[config.mk]
export PLATFORM = sky130hd
export DESIGN_NAME = audio_i2s_output_flat
export DESIGN_NICKNAME = d
export VERILOG_FILES = /design/src/rtl/audio_i2s_output_if.sv /design/src/rtl/audio_i2s_output.sv /design/src/flat_wrapper.sv
export SDC_FILE = /design/constraint.sdc
export NUM_CORES = 1
export LEC_CHECK = 0
export ABC_CLOCK_PERIOD_IN_PS = 3300
export BUFFER_PORTS_ARGS = -buffer_cell sky130_fd_sc_hd__buf_2
export CAP_MARGIN = 20
export CELL_PAD_IN_SITES_DETAIL_PLACEMENT = 1
export CELL_PAD_IN_SITES_GLOBAL_PLACEMENT = 2
export CORE_AREA = 2 2 84 86
export DETAILED_ROUTE_END_ITERATION = 10
export DIE_AREA = 0 0 86 88
export PLACE_DENSITY_LB_ADDON = 0.15
export SLEW_MARGIN = 0
export SYNTH_ARGS = -nofsm -noshare
export SYNTH_HDL_FRONTEND = slang
export SYNTH_SLANG_ARGS = --single-unit
[constraint.sdc]
create_clock -name i_clock -period 3.3 [get_ports i_clock]
set_input_delay 0.33 -clock i_clock [delete_from_list [all_inputs] [get_ports i_clock]]
set_output_delay 0.33 -clock i_clock [all_outputs]
set_load 0.02 [all_outputs]
[src/rtl/audio_i2s_output_if.sv]
// Sample-fetch handshake toward the audio controller plus the I2S pins toward the DAC.
interface audio_i2s_output_if;
  logic        o_busy;
  logic [15:0] i_sample;
  logic        o_i2s_bclk;
  logic        o_i2s_lrck;
  logic        o_i2s_sdata;

  modport master (
    output o_busy, o_i2s_bclk, o_i2s_lrck, o_i2s_sdata,
    input  i_sample
  );

  modport slave (
    input  o_busy, o_i2s_bclk, o_i2s_lrck, o_i2s_sdata,
    output i_sample
  );
endinterface

[src/rtl/audio_i2s_output.sv]
// I2S serialiser: divides i_clock into BCLK/LRCK and prefetches the next frame's samples.
// Define AUDIO_I2S_OUTPUT_STEREO_EN for interleaved L,R fetches; default is mono (sample on both channels).
module audio_i2s_output #(
  parameter int BCLK_HALF_PERIOD = 18,
  parameter int FETCH_LATENCY    = 3
) (
  input  logic               i_clock,
  input  logic               i_reset,
  audio_i2s_output_if.master bus
);

`ifdef AUDIO_I2S_OUTPUT_STEREO_EN
  localparam int FETCHES = 2;
`else
  localparam int FETCHES = 1;
`endif
  localparam int DIV_W = (BCLK_HALF_PERIOD > 1) ? $clog2(BCLK_HALF_PERIOD) : 1;
  localparam int LAT_W = $clog2(FETCH_LATENCY + 1);

  if (BCLK_HALF_PERIOD < 2) begin : g_bad_div
    $error("BCLK_HALF_PERIOD must be at least 2");
  end
  if (FETCH_LATENCY < 1) begin : g_bad_lat
    $error("FETCH_LATENCY must be at least 1");
  end
  // All fetches of a frame must finish before the next frame load.
  if (64 * BCLK_HALF_PERIOD <= 2 * FETCHES * (FETCH_LATENCY + 2)) begin : g_bad_window
    $error("fetch window does not fit in one I2S frame");
  end

  typedef enum logic [1:0] {
    S_IDLE,
    S_REQ,
    S_WAIT
  } fetch_state_e;

  logic [DIV_W-1:0] div;
  logic             bclk;
  logic [4:0]       slot;
  logic [31:0]      frame;
  logic [31:0]      nxt_buf;
  logic             sdata;
  logic             div_tc;
  logic             bclk_fall;
  logic             frame_load;

  fetch_state_e     state, state_nxt;
  logic [LAT_W-1:0] wait_cnt;
  logic             busy_c;
  logic             capture;
  logic             last_fetch;

  assign div_tc     = (div == DIV_W'(BCLK_HALF_PERIOD - 1));
  assign bclk_fall  = div_tc & bclk;
  assign frame_load = bclk_fall & (slot == 5'd0);

  // Slot s carries frame bit 31-(s-1); entering slot 1 takes the MSB of the freshly loaded word.
  always_ff @(posedge i_clock) begin
    if (i_reset) begin
      div   <= '0;
      bclk  <= 1'b0;
      slot  <= 5'd0;
      frame <= '0;
      sdata <= 1'b0;
    end else begin
      if (div_tc) begin
        div  <= '0;
        bclk <= ~bclk;
      end else begin
        div <= div + 1'b1;
      end
      if (bclk_fall) begin
        slot <= slot + 5'd1;
        if (slot == 5'd0) begin
          frame <= nxt_buf;
          sdata <= nxt_buf[31];
        end else begin
          sdata <= frame[~slot];
        end
      end
    end
  end

  always_ff @(posedge i_clock) begin
    if (i_reset) begin
      state    <= S_IDLE;
      wait_cnt <= '0;
    end else begin
      state <= state_nxt;
      if (state == S_REQ)
        wait_cnt <= LAT_W'(1);
      else if (state == S_WAIT)
        wait_cnt <= wait_cnt + 1'b1;
    end
  end

  always_comb begin
    state_nxt = state;
    busy_c    = 1'b1;
    capture   = 1'b0;
    case (state)
      S_IDLE: if (frame_load) state_nxt = S_REQ;
      S_REQ: begin
        busy_c    = 1'b0;
        state_nxt = S_WAIT;
      end
      S_WAIT: begin
        if (wait_cnt == LAT_W'(FETCH_LATENCY)) begin
          capture   = 1'b1;
          state_nxt = last_fetch ? S_IDLE : S_REQ;
        end
      end
      default: state_nxt = S_IDLE;
    endcase
  end

`ifdef AUDIO_I2S_OUTPUT_STEREO_EN
  logic pair_idx;

  assign last_fetch = pair_idx;

  // First capture of a frame is the left word, second the right.
  always_ff @(posedge i_clock) begin
    if (i_reset) begin
      pair_idx <= 1'b0;
      nxt_buf  <= '0;
    end else if (capture) begin
      pair_idx <= ~pair_idx;
      if (pair_idx)
        nxt_buf[15:0] <= bus.i_sample;
      else
        nxt_buf[31:16] <= bus.i_sample;
    end
  end
`else
  assign last_fetch = 1'b1;

  always_ff @(posedge i_clock) begin
    if (i_reset)
      nxt_buf <= '0;
    else if (capture)
      nxt_buf <= {bus.i_sample, bus.i_sample};
  end
`endif

  assign bus.o_busy      = busy_c;
  assign bus.o_i2s_bclk  = bclk;
  assign bus.o_i2s_lrck  = slot[4];
  assign bus.o_i2s_sdata = sdata;

endmodule
[src/flat_wrapper.sv]
// flat-port wrapper written by rule: the top's interface ports become plain ports
module audio_i2s_output_flat 
#(
  parameter int BCLK_HALF_PERIOD = 18,
  parameter int FETCH_LATENCY    = 3
)
  (i_clock, i_reset, bus_o_busy, bus_o_i2s_bclk, bus_o_i2s_lrck, bus_o_i2s_sdata, bus_i_sample);
  audio_i2s_output_if bus_i ();
  input  logic i_clock;
  input  logic i_reset;
  output wire logic [$bits(bus_i.o_busy)-1:0] bus_o_busy;
  output wire logic [$bits(bus_i.o_i2s_bclk)-1:0] bus_o_i2s_bclk;
  output wire logic [$bits(bus_i.o_i2s_lrck)-1:0] bus_o_i2s_lrck;
  output wire logic [$bits(bus_i.o_i2s_sdata)-1:0] bus_o_i2s_sdata;
  input wire logic [$bits(bus_i.i_sample)-1:0] bus_i_sample;
  assign bus_o_busy = bus_i.o_busy;
  assign bus_o_i2s_bclk = bus_i.o_i2s_bclk;
  assign bus_o_i2s_lrck = bus_i.o_i2s_lrck;
  assign bus_o_i2s_sdata = bus_i.o_i2s_sdata;
  assign bus_i.i_sample = bus_i_sample;
  audio_i2s_output #(.BCLK_HALF_PERIOD(BCLK_HALF_PERIOD), .FETCH_LATENCY(FETCH_LATENCY)) u_core (.i_clock(i_clock), .i_reset(i_reset), .bus(bus_i));
endmodule
==> flow_summary.toml <==
[run_status]
status = "finished, final reports clean"

[clocking]
cts_resized = 0
cts_tree = "yes"
cts_sinks = 48
htree_levels = 2
hold_buffers = 0
clk_path_buf_depth = 2
clock_latency_ns = 0.31
cts_root_buf = "clkbuf_8"
post_cts.repair.setup_buffers = 0
cts_inserted_buffers = 5
clk_pin_slew_ns = 0.10

[grt]
use_met1_pct = 15.93
grt_pass1_vias = 1476
grt_use_met3_pct = 3.676
grt_pass1_wl_um = 7210
grt_busiest_layer = "met2"
grtUsageTotal_pct = 12.16
grt_start_max_net_pins = 48
grtUsageMet2_pct = 19.24
antenna_found_initial = 0
overflow = 0

[floorplanning]
initial_core_util_pct = 31.09
die_x_um = 86
rows = 30
die_y_um = 88
top_level_ports = 22
die_area_mm2 = 0.007568
core-area_mm2 = 0.006644

[routing]
drtAntennaViolNets = 0
drc = 0
wire_per_inst_um = 12.72
route.vias.total = 1451
firstDrtPassIters = 4
via_per_inst = 4.577
first_iter_violations = 46
drt-total-wl_um = 4033

[run]
drv_cap = 0

[critical_path]
path_delay_family = "simple AND/OR/NAND/NOR gates"
end_kind = "flop"
cp.required_ns = 3.54
crit_path_start_kind = "flop"
slowest_delay_ns = 0.48
cpMaxStageDelayCell = "nand3_1"
crit_type = "flop to flop"
crit_path_cell_trace = "ha_1 > and4bb_2 > nand3_1 > buf_4 > a2bb2oi_1 > o2bb2ai_1"
path_buf_inv = 1
critPathMaxFanout = 10
worst_ep_arrival_time_ns = 2.34

[yosys]
synth_seq_cells = 48
avgSynthCellArea_um2 = 9.390
syn_inst = 220
yosysSeqAreaShare_pct = 46.52
syn_area_mm2 = 0.002066
ys_warn_count = 0
synth_fp_nets = 247
synth.distinct_cells = 32

[final_layout]
num_antenna_cells = 0
final_common_cell = "dfxtp_1"
final_area_mm2 = 0.002311
area_growth_pct = 11.87
drive_gt1_share_pct = 16.88
final_cell_mix = "dfxtp_1 (48), nand2_1 (36), nor2_1 (26)"
num-nets-final = 263

[timing]
grt_setup_unrepaired = "no"
whs_ns = 0.2500
slew-limit-headroom_pct = 43.72
fin_crit_sh_pct = 63.68
hold_viol_final = 0
fmaxAchievable_mhz = 475.9
drv_slew = 0
min_period_ns = 2.101
setup_slack_ns = 1.199
finalSetupViolations = 0
finalClockSkew_ns = 0.01166
setup-tns-final_ns = 0
tightest_slew_ns = 0.8442

[placed_design]
place_hpwl_um = 2771
port_buffers = 21
place_area_mm2 = 0.002195
post-place-ws_ns = 1.185
gp_congestion = 0.7078

[pwr]
ir_worst_vdd_mv = 0.2178
p_leak_nw = 0.9795
cellPowerDensity_mw_per_mm2 = 455.2
total_power_w = 0.001052

[worst_hold_path]
hold_class = "input pin to flop"
## routing by layer
layer	up-vias	share of wire, %
met1	674	50
met3	4	2.7
met2	17	46
met5	-	0
met4	0	1.3
li1	756	-
## tightest hold or removal path: stages
cell and delay, ns:
buf_2 0.09, nand2_1 0.05, a21oi_1 0.05
## power by group
part	internal [W]	switching (W)
clock network	0.000228	0.000209
logic	0.0000129	0.0000160
registers	0.000582	0.00000339
## sequential cells by signal, summed over array words and instances, names as in the netlist
signal	flops
u_core.wait_cnt	2
u_core.slot	5
u_core.state	2
u_core.nxt_buf	16
u_core.div	5
u_core.bus.o_i2s_sdata	1
u_core.bus.o_i2s_bclk	1
u_core.frame	16
## layout make-up
| cell class | instances | area (um2) |
|---|---|---|
| multi-input cells | 152 | 994.7 |
| repair buffers | 22 | 112.6 |
| flip-flops and latches | 48 | 960.9 |
| inverters | 7 | 26.28 |
| well taps | 80 | 100.1 |
| clock buffers | 5 | 68.82 |
| clock inverters | 3 | 47.55 |
| fillers | 783 | 4333 |
## per-stage QoR
stage / cells / util (%)
4_1_cts: 317 / 34.78
3_5_place_dp: 309 / 33.03
5_1_grt: 317 / 34.78
3_3_place_gp: 309 / 33.03
2_1_floorplan: 220 / -
6_report: 317 / 34.78
## cell usage after synthesis
library cell	number	area share (%)
and2_1	2	0.61
a2bb2oi_1	1	0.42
nand4_1	1	0.30
a21oi_2	1	0.42
mux2_2	4	2.2
or2_2	1	0.30
a31oi_1	1	0.30
xnor2_1	3	1.3
ha_1	9	5.5
nor2b_1	1	0.30
inv_1	7	1.3
clkbuf_1	9	1.6
xor2_1	5	2.1
and3_1	1	0.30
a21oi_1	17	4.1
dfxtp_1	48	47
nor3_1	2	0.48
mux2i_1	19	9.2
nor2_1	26	4.7
nand2_1	36	6.5
o22ai_1	3	0.91
nand2b_1	5	1.5
nand3_1	6	1.5
buf_4	1	0.36
nor4b_4	1	1.2
buf_6	2	1.1
o21bai_1	1	0.36
buf_12	1	0.97
mux4_2	2	2.2
and4bb_2	1	0.61
o2bb2ai_1	1	0.42
o21ai_0	2	0.48
## final timing paths
| check | slack (ns) | start | cells after the start | endpoint |
|---|---|---|---|---|
| hold reg to reg | 0.46 | u_core.nxt_buf[19] | 2 | u_core.nxt_buf[19] |
| setup / recovery | 1.20 | u_core.div[0] | 6 | u_core.bus.o_i2s_sdata |
| setup reg to reg | 1.20 | u_core.div[0] | 6 | u_core.bus.o_i2s_sdata |
| hold / removal | 0.25 | bus_i_sample[5] | 3 | u_core.nxt_buf[21] |
## cells by family after synthesis
kind of cell	Yosys count	share of synthesized area (%)
flops	48	46.52
buf+inv	20	5.330
xor+xnor	8	3.392
simple gates	83	18.29
compound gates	27	7.451
mux	25	13.57
fa+ha+maj	9	5.451
No activity file was read; power rests on OpenSTA's default activity.
